$ cat config.mk
export PLATFORM = sky130hd
export DESIGN_NAME = seg_scan_demux
export DESIGN_NICKNAME = d
export VERILOG_FILES = /design/src/rtl/seg_scan_demux.sv
export SDC_FILE = /design/constraint.sdc
export NUM_CORES = 1
export LEC_CHECK = 0
export CORE_MARGIN = 1.5
export CORE_UTILIZATION = 30
export CTS_BUF_LIST = sky130_fd_sc_hd__clkbuf_8
export CTS_CLUSTER_DIAMETER = 200
export DETAILED_ROUTE_END_ITERATION = 7
export GPL_TIMING_DRIVEN = 0
export PLACE_DENSITY = 0.58
export SYNTH_ARGS = -nofsm -noshare
export SYNTH_HDL_FRONTEND = slang
export SYNTH_SLANG_ARGS = --single-unit
$ cat constraint.sdc
create_clock -name clk -period 2.3 [get_ports clk]
set_input_delay 0.69 -clock clk [delete_from_list [all_inputs] [get_ports clk]]
set_output_delay 0.69 -clock clk [all_outputs]
set_load 0.05 [all_outputs]
$ cat src/rtl/seg_scan_demux.sv
// Four-digit seven-segment scan driver. Each digit owns a slot of
// REFRESH_DIV cycles: anodes stay off for the first BLANK_CYC cycles
// (ghosting guard), then the digit latched at the slot start is driven.
module seg_scan_demux #(
   parameter int REFRESH_DIV = 50000,
   parameter int BLANK_CYC   = 16
) (
   input  logic        clk,
   input  logic        reset_n,
   input  logic        en,
   input  logic [15:0] digits,
   input  logic [3:0]  dp_in,
   input  logic [3:0]  blank,
   output logic [3:0]  an,
   output logic [6:0]  seg,
   output logic        dp,
   output logic [1:0]  digit_idx
);

   localparam int CW = (REFRESH_DIV > 2) ? $clog2(REFRESH_DIV) : 1;
   localparam logic [CW-1:0] LAST = CW'(REFRESH_DIV - 1);

   typedef enum logic {PH_BLANK = 1'b0, PH_DRIVE = 1'b1} phase_e;
   // Phase that matches cnt=0 straight out of reset.
   localparam phase_e PH_RST = (BLANK_CYC == 0) ? PH_DRIVE : PH_BLANK;

   logic [CW-1:0] cnt_q, cnt_d;
   logic [1:0]    idx_q, idx_d;
   phase_e        phase_q, phase_d;
   logic [3:0]    snap_nib_q;
   logic          snap_dp_q, snap_blk_q;
   logic [3:0]    an_q, an_d;
   logic [6:0]    seg_q, seg_d;
   logic          dp_q, dp_d;
   logic [1:0]    didx_q;

   logic [3:0]    live_nib, cur_nib;
   logic          live_dp, live_blk, cur_dp, cur_blk, slot_start;

   // Standard active-low hex decode, {g,f,e,d,c,b,a}.
   function automatic logic [6:0] hex7(input logic [3:0] n);
      hex7 = 7'h7F;
      case (n)
         4'h0: hex7 = 7'h40;
         4'h1: hex7 = 7'h79;
         4'h2: hex7 = 7'h24;
         4'h3: hex7 = 7'h30;
         4'h4: hex7 = 7'h19;
         4'h5: hex7 = 7'h12;
         4'h6: hex7 = 7'h02;
         4'h7: hex7 = 7'h78;
         4'h8: hex7 = 7'h00;
         4'h9: hex7 = 7'h10;
         4'hA: hex7 = 7'h08;
         4'hB: hex7 = 7'h03;
         4'hC: hex7 = 7'h46;
         4'hD: hex7 = 7'h21;
         4'hE: hex7 = 7'h06;
         4'hF: hex7 = 7'h0E;
         default: hex7 = 7'h7F;
      endcase
   endfunction

   // At slot start the live inputs are the snapshot being taken, so they
   // feed the output path directly (matters only when BLANK_CYC is 0).
   assign slot_start = (cnt_q == '0);
   assign live_nib   = digits[{idx_q, 2'b00} +: 4];
   assign live_dp    = dp_in[idx_q];
   assign live_blk   = blank[idx_q];
   assign cur_nib    = slot_start ? live_nib : snap_nib_q;
   assign cur_dp     = slot_start ? live_dp  : snap_dp_q;
   assign cur_blk    = slot_start ? live_blk : snap_blk_q;

   // Slot counter and digit index advance, held while en is low.
   always_comb begin
      cnt_d = cnt_q;
      idx_d = idx_q;
      if (en) begin
         if (cnt_q == LAST) begin
            cnt_d = '0;
            idx_d = idx_q + 2'd1;
         end else begin
            cnt_d = cnt_q + 1'b1;
         end
      end
   end

   // Phase FSM next state: tracks whether the upcoming cnt is in the guard.
   always_comb begin
      phase_d = PH_DRIVE;
      if (int'(cnt_d) < BLANK_CYC) phase_d = PH_BLANK;
   end

   // Output selection for the current cnt/idx; everything dark unless driving.
   always_comb begin
      an_d  = 4'hF;
      seg_d = 7'h7F;
      dp_d  = 1'b1;
      if (en && phase_q == PH_DRIVE && !cur_blk) begin
         an_d  = ~(4'b0001 << idx_q);
         seg_d = hex7(cur_nib);
         dp_d  = ~cur_dp;
      end
   end

   // Scan state, phase register and slot-start snapshot.
   always_ff @(posedge clk or negedge reset_n) begin
      if (!reset_n) begin
         cnt_q      <= '0;
         idx_q      <= 2'd0;
         phase_q    <= PH_RST;
         snap_nib_q <= 4'h0;
         snap_dp_q  <= 1'b0;
         snap_blk_q <= 1'b1;
      end else begin
         cnt_q   <= cnt_d;
         idx_q   <= idx_d;
         phase_q <= phase_d;
         if (en && slot_start) begin
            snap_nib_q <= live_nib;
            snap_dp_q  <= live_dp;
            snap_blk_q <= live_blk;
         end
      end
   end

   // Registered pin drivers, one cycle behind the state that selects them.
   always_ff @(posedge clk or negedge reset_n) begin
      if (!reset_n) begin
         an_q   <= 4'hF;
         seg_q  <= 7'h7F;
         dp_q   <= 1'b1;
         didx_q <= 2'd0;
      end else begin
         an_q   <= an_d;
         seg_q  <= seg_d;
         dp_q   <= dp_d;
         didx_q <= idx_q;
      end
   end

   assign an        = an_q;
   assign seg       = seg_q;
   assign dp        = dp_q;
   assign digit_idx = didx_q;

endmodule

==> flow_summary.yaml <==
run_status:
  status: "finished, final reports clean"
timing:
  clock.fmax_ghz: 0.439
  finalCriticalPeriod_ps: 2280
  fin_crit_sh_pct: 99.0
  slew_headroom_pct: 43.8
  worst_pin_slew_ps: 843
  finalHoldViolations: 0
  finalMaxSlewViolations: 0
  timing.final.ws_setup_ps: 24.1
  fin_skew_ps: 6.22
  setup_viol_count_final: 0
  fin_setup_tns_ps: 0
  rsz0062_at_grt: "yes"
setup_path:
  cp.arrival_ps: 2490
  crit_chain: "dlygate4sd2_1 > mux4_2 > mux2i_4 > inv_2 > ha_4 > mux2_4 > o211ai_1 > o211ai_1"
  crit_end: "seg[0]"
  reg2reg_to: "seg[0]"
  reg2reg_from: "cnt_q[11]"
  critPathRequiredTime_ps: 2510
  critPathMostFrequentCell: "o211ai_1"
  end_kind: "flip-flop"
  start_kind: "input port"
  cp_slowest_cell: "mux4_2"
  path_delay_family: "multiplexers"
  path_max_fanout: 4
  cp-startpoint: "digits[12]"
  critical_path_depth: 8
  critical_path_class: "in2reg"
  ff2ff_setup_slack_ps: 40
  reg2regPathDepth: 8
  critPathMaxStageDelay_ps: 500
  critical_path_buf_inv_count: 2
clock_tree:
  cts.htree.levels: 2
  tritoncts: "built"
  clkTransAtPathRegs_ps: 80
  clkSinkCount: 39
  clockBufferDepth: 2
  clock-root-buffer: "clkbuf_8"
  cts-buffers-inserted: 5
  clk_latency_ps: 290
final_layout:
  layout.cells.non_filler: 380
  layout_common_cells: "dfrtp_1, nand2_1, buf_4"
  diodes: 0
  layout_commonest_cell: "dfrtp_1"
  fin_nets: 316
  drive_gt1_share_pct: 36.3
  syn2layout_area_growth_pct: 37.9
placement:
  dp_cells: 352
  dp_slack_ps: -594
  dp_hpwl_mm: 3.59
  io_buffers: 39
  place_congestion: 0.818
global_route:
  grt-ovfl-total: 0
  grt_pass1_wl_mm: 8.70
  grt_use_total_pct: 12.8
  antenna_found_initial: 0
  grt_start_max_net_pins: 40
  grt_pass1_vias: 1797
logic_synthesis:
  yosysUniqueCellTypes: 51
  synth_edf_count: 0
  ys.flop_type: "dfrtp_1"
  synth_warnings: 0
  ys_ff_latch: 39
  ys_async_sr_fraction_pct: 100
  seq_area_frac_synth_pct: 41.4
  avgSynthCellArea_um2: 11.3
  syn-cell-area_um2: 2390
  syn_inst: 211
  synth.net_count: 250
detailed_routing:
  wl_mm: 5.16
  wl_met3_um: 172
  top_layer: "met4"
  wl_per_cell_um: 13.6
  detail-route-antenna-nets: 0
  drtIter0Drc: 81
  drt-met1-wl_mm: 2.52
  drcViolationCount: 0
  firstDrtPassIters: 4
  viasPerCell: 4.76
  vias: 1807
  met2_wirelength_mm: 2.38
hold_path:
  min_path_type: "reg2reg"
  hold_start: "idx_q[1]"
  hold_depth: 0
flow_run:
  cap_violations: 0
die:
  ios: 41
  row_count: 32
  die_h_um: 92.3
  coreArea_um2: 7730
  die_area_um2: 8530
  start_util_pct: 31.0
  die_w_um: 92.3
power:
  p_total_mw: 1.74
  ir_drop_uv: 247
  power_density_nw_per_um2: 525
  power.leakage_nw: 1.44
==> logic make-up after synthesis <==
group	synth area share (%)
and+or+nand+nor	19.9
DFF	41.4
AOI/OAI and AO/OA	8.62
buffers and inverters	4.91
muxes	13.8
xor gates and xnor gates	5.12
adders and majority gates	6.27
==> where the power goes <==
group	switching (mW)	total [mW]	internal (mW)
logic	0.195	0.356	0.162
registers	0.0509	0.786	0.735
clock network	0.264	0.593	0.329
==> metal layers <==
metal  global-route usage, %  vias up
li1                        -      889
met1                    18.0      871
met2                    19.9       41
met3                    2.38        6
met4                    3.85        0
met5                       0        -
==> synth_stat cells, types with 3 or more instances <==
cell type,number,area [µm²]
a21oi_1,3,15.0
and3_1,3,18.8
buf_2,7,35.0
dfrtp_1,26,651
dfstp_2,13,342
ha_1,12,150
inv_1,12,45.0
mux2_2,8,90.1
mux2i_1,6,60.1
mux4_2,6,135
nand2_1,22,82.6
nand2b_1,3,18.8
nand3_1,8,40.0
nand4_1,3,18.8
nor2_1,8,30.0
nor3_1,5,25.0
nor4_4,4,85.1
o211ai_1,3,22.5
o21ai_0,3,15.0
o21ai_1,3,15.0
xnor2_1,9,78.8
xor2_1,5,43.8
==> registers in the layout, indices dropped and copies added (netlist names) <==
signal and flops:
snap_nib_q 4, cnt_q 16, snap_dp_q 1, dp 1
idx_q 2, phase_q 1, digit_idx 2, seg 7
snap_blk_q 1, an 4
==> per-stage QoR <==
stage | util (%) | instance area, µm² | hold slack, ps
CTS | 41.3 | 3190 | 447
global placement | 38.1 | 2940 | 425
finish | 42.7 | 3300 | 447
global route | 42.7 | 3300 | 481
detailed placement | 38.0 | 2940 | 419
floorplan | - | 2420 | 394
==> layout make-up <==
type | instances | area, µm²
Buffer | 11 | 82.6
Clock buffer | 5 | 68.8
Tap cell | 102 | 128
Clock inverter | 3 | 47.5
Inverter | 12 | 45.0
Multi-Input combinational cell | 148 | 1390
Timing Repair Buffer | 60 | 544
Fill cell | 727 | 4420
Sequential cell | 39 | 996
==> what timing repair did <==
| item | 4_1_cts | 5_1_grt |
|---|---|---|
| pin swaps | 6 | 10 |
| setup buffers | 16 | 5 |
| hold buffers | 0 | 0 |
| endpoints found under the setup margin | 12 | 11 |
| gates resized for setup | 25 | 21 |
==> worst min-delay path by stage <==
| stage | end |
|---|---|
| CTS | digit_idx[1] |
| detailed placement | digit_idx[1] |
| finish | digit_idx[1] |
| floorplan | cnt_q[0] |
| global placement | digit_idx[1] |
| global route | digit_idx[1] |
Note: power is estimated with default switching activity, not from simulation.
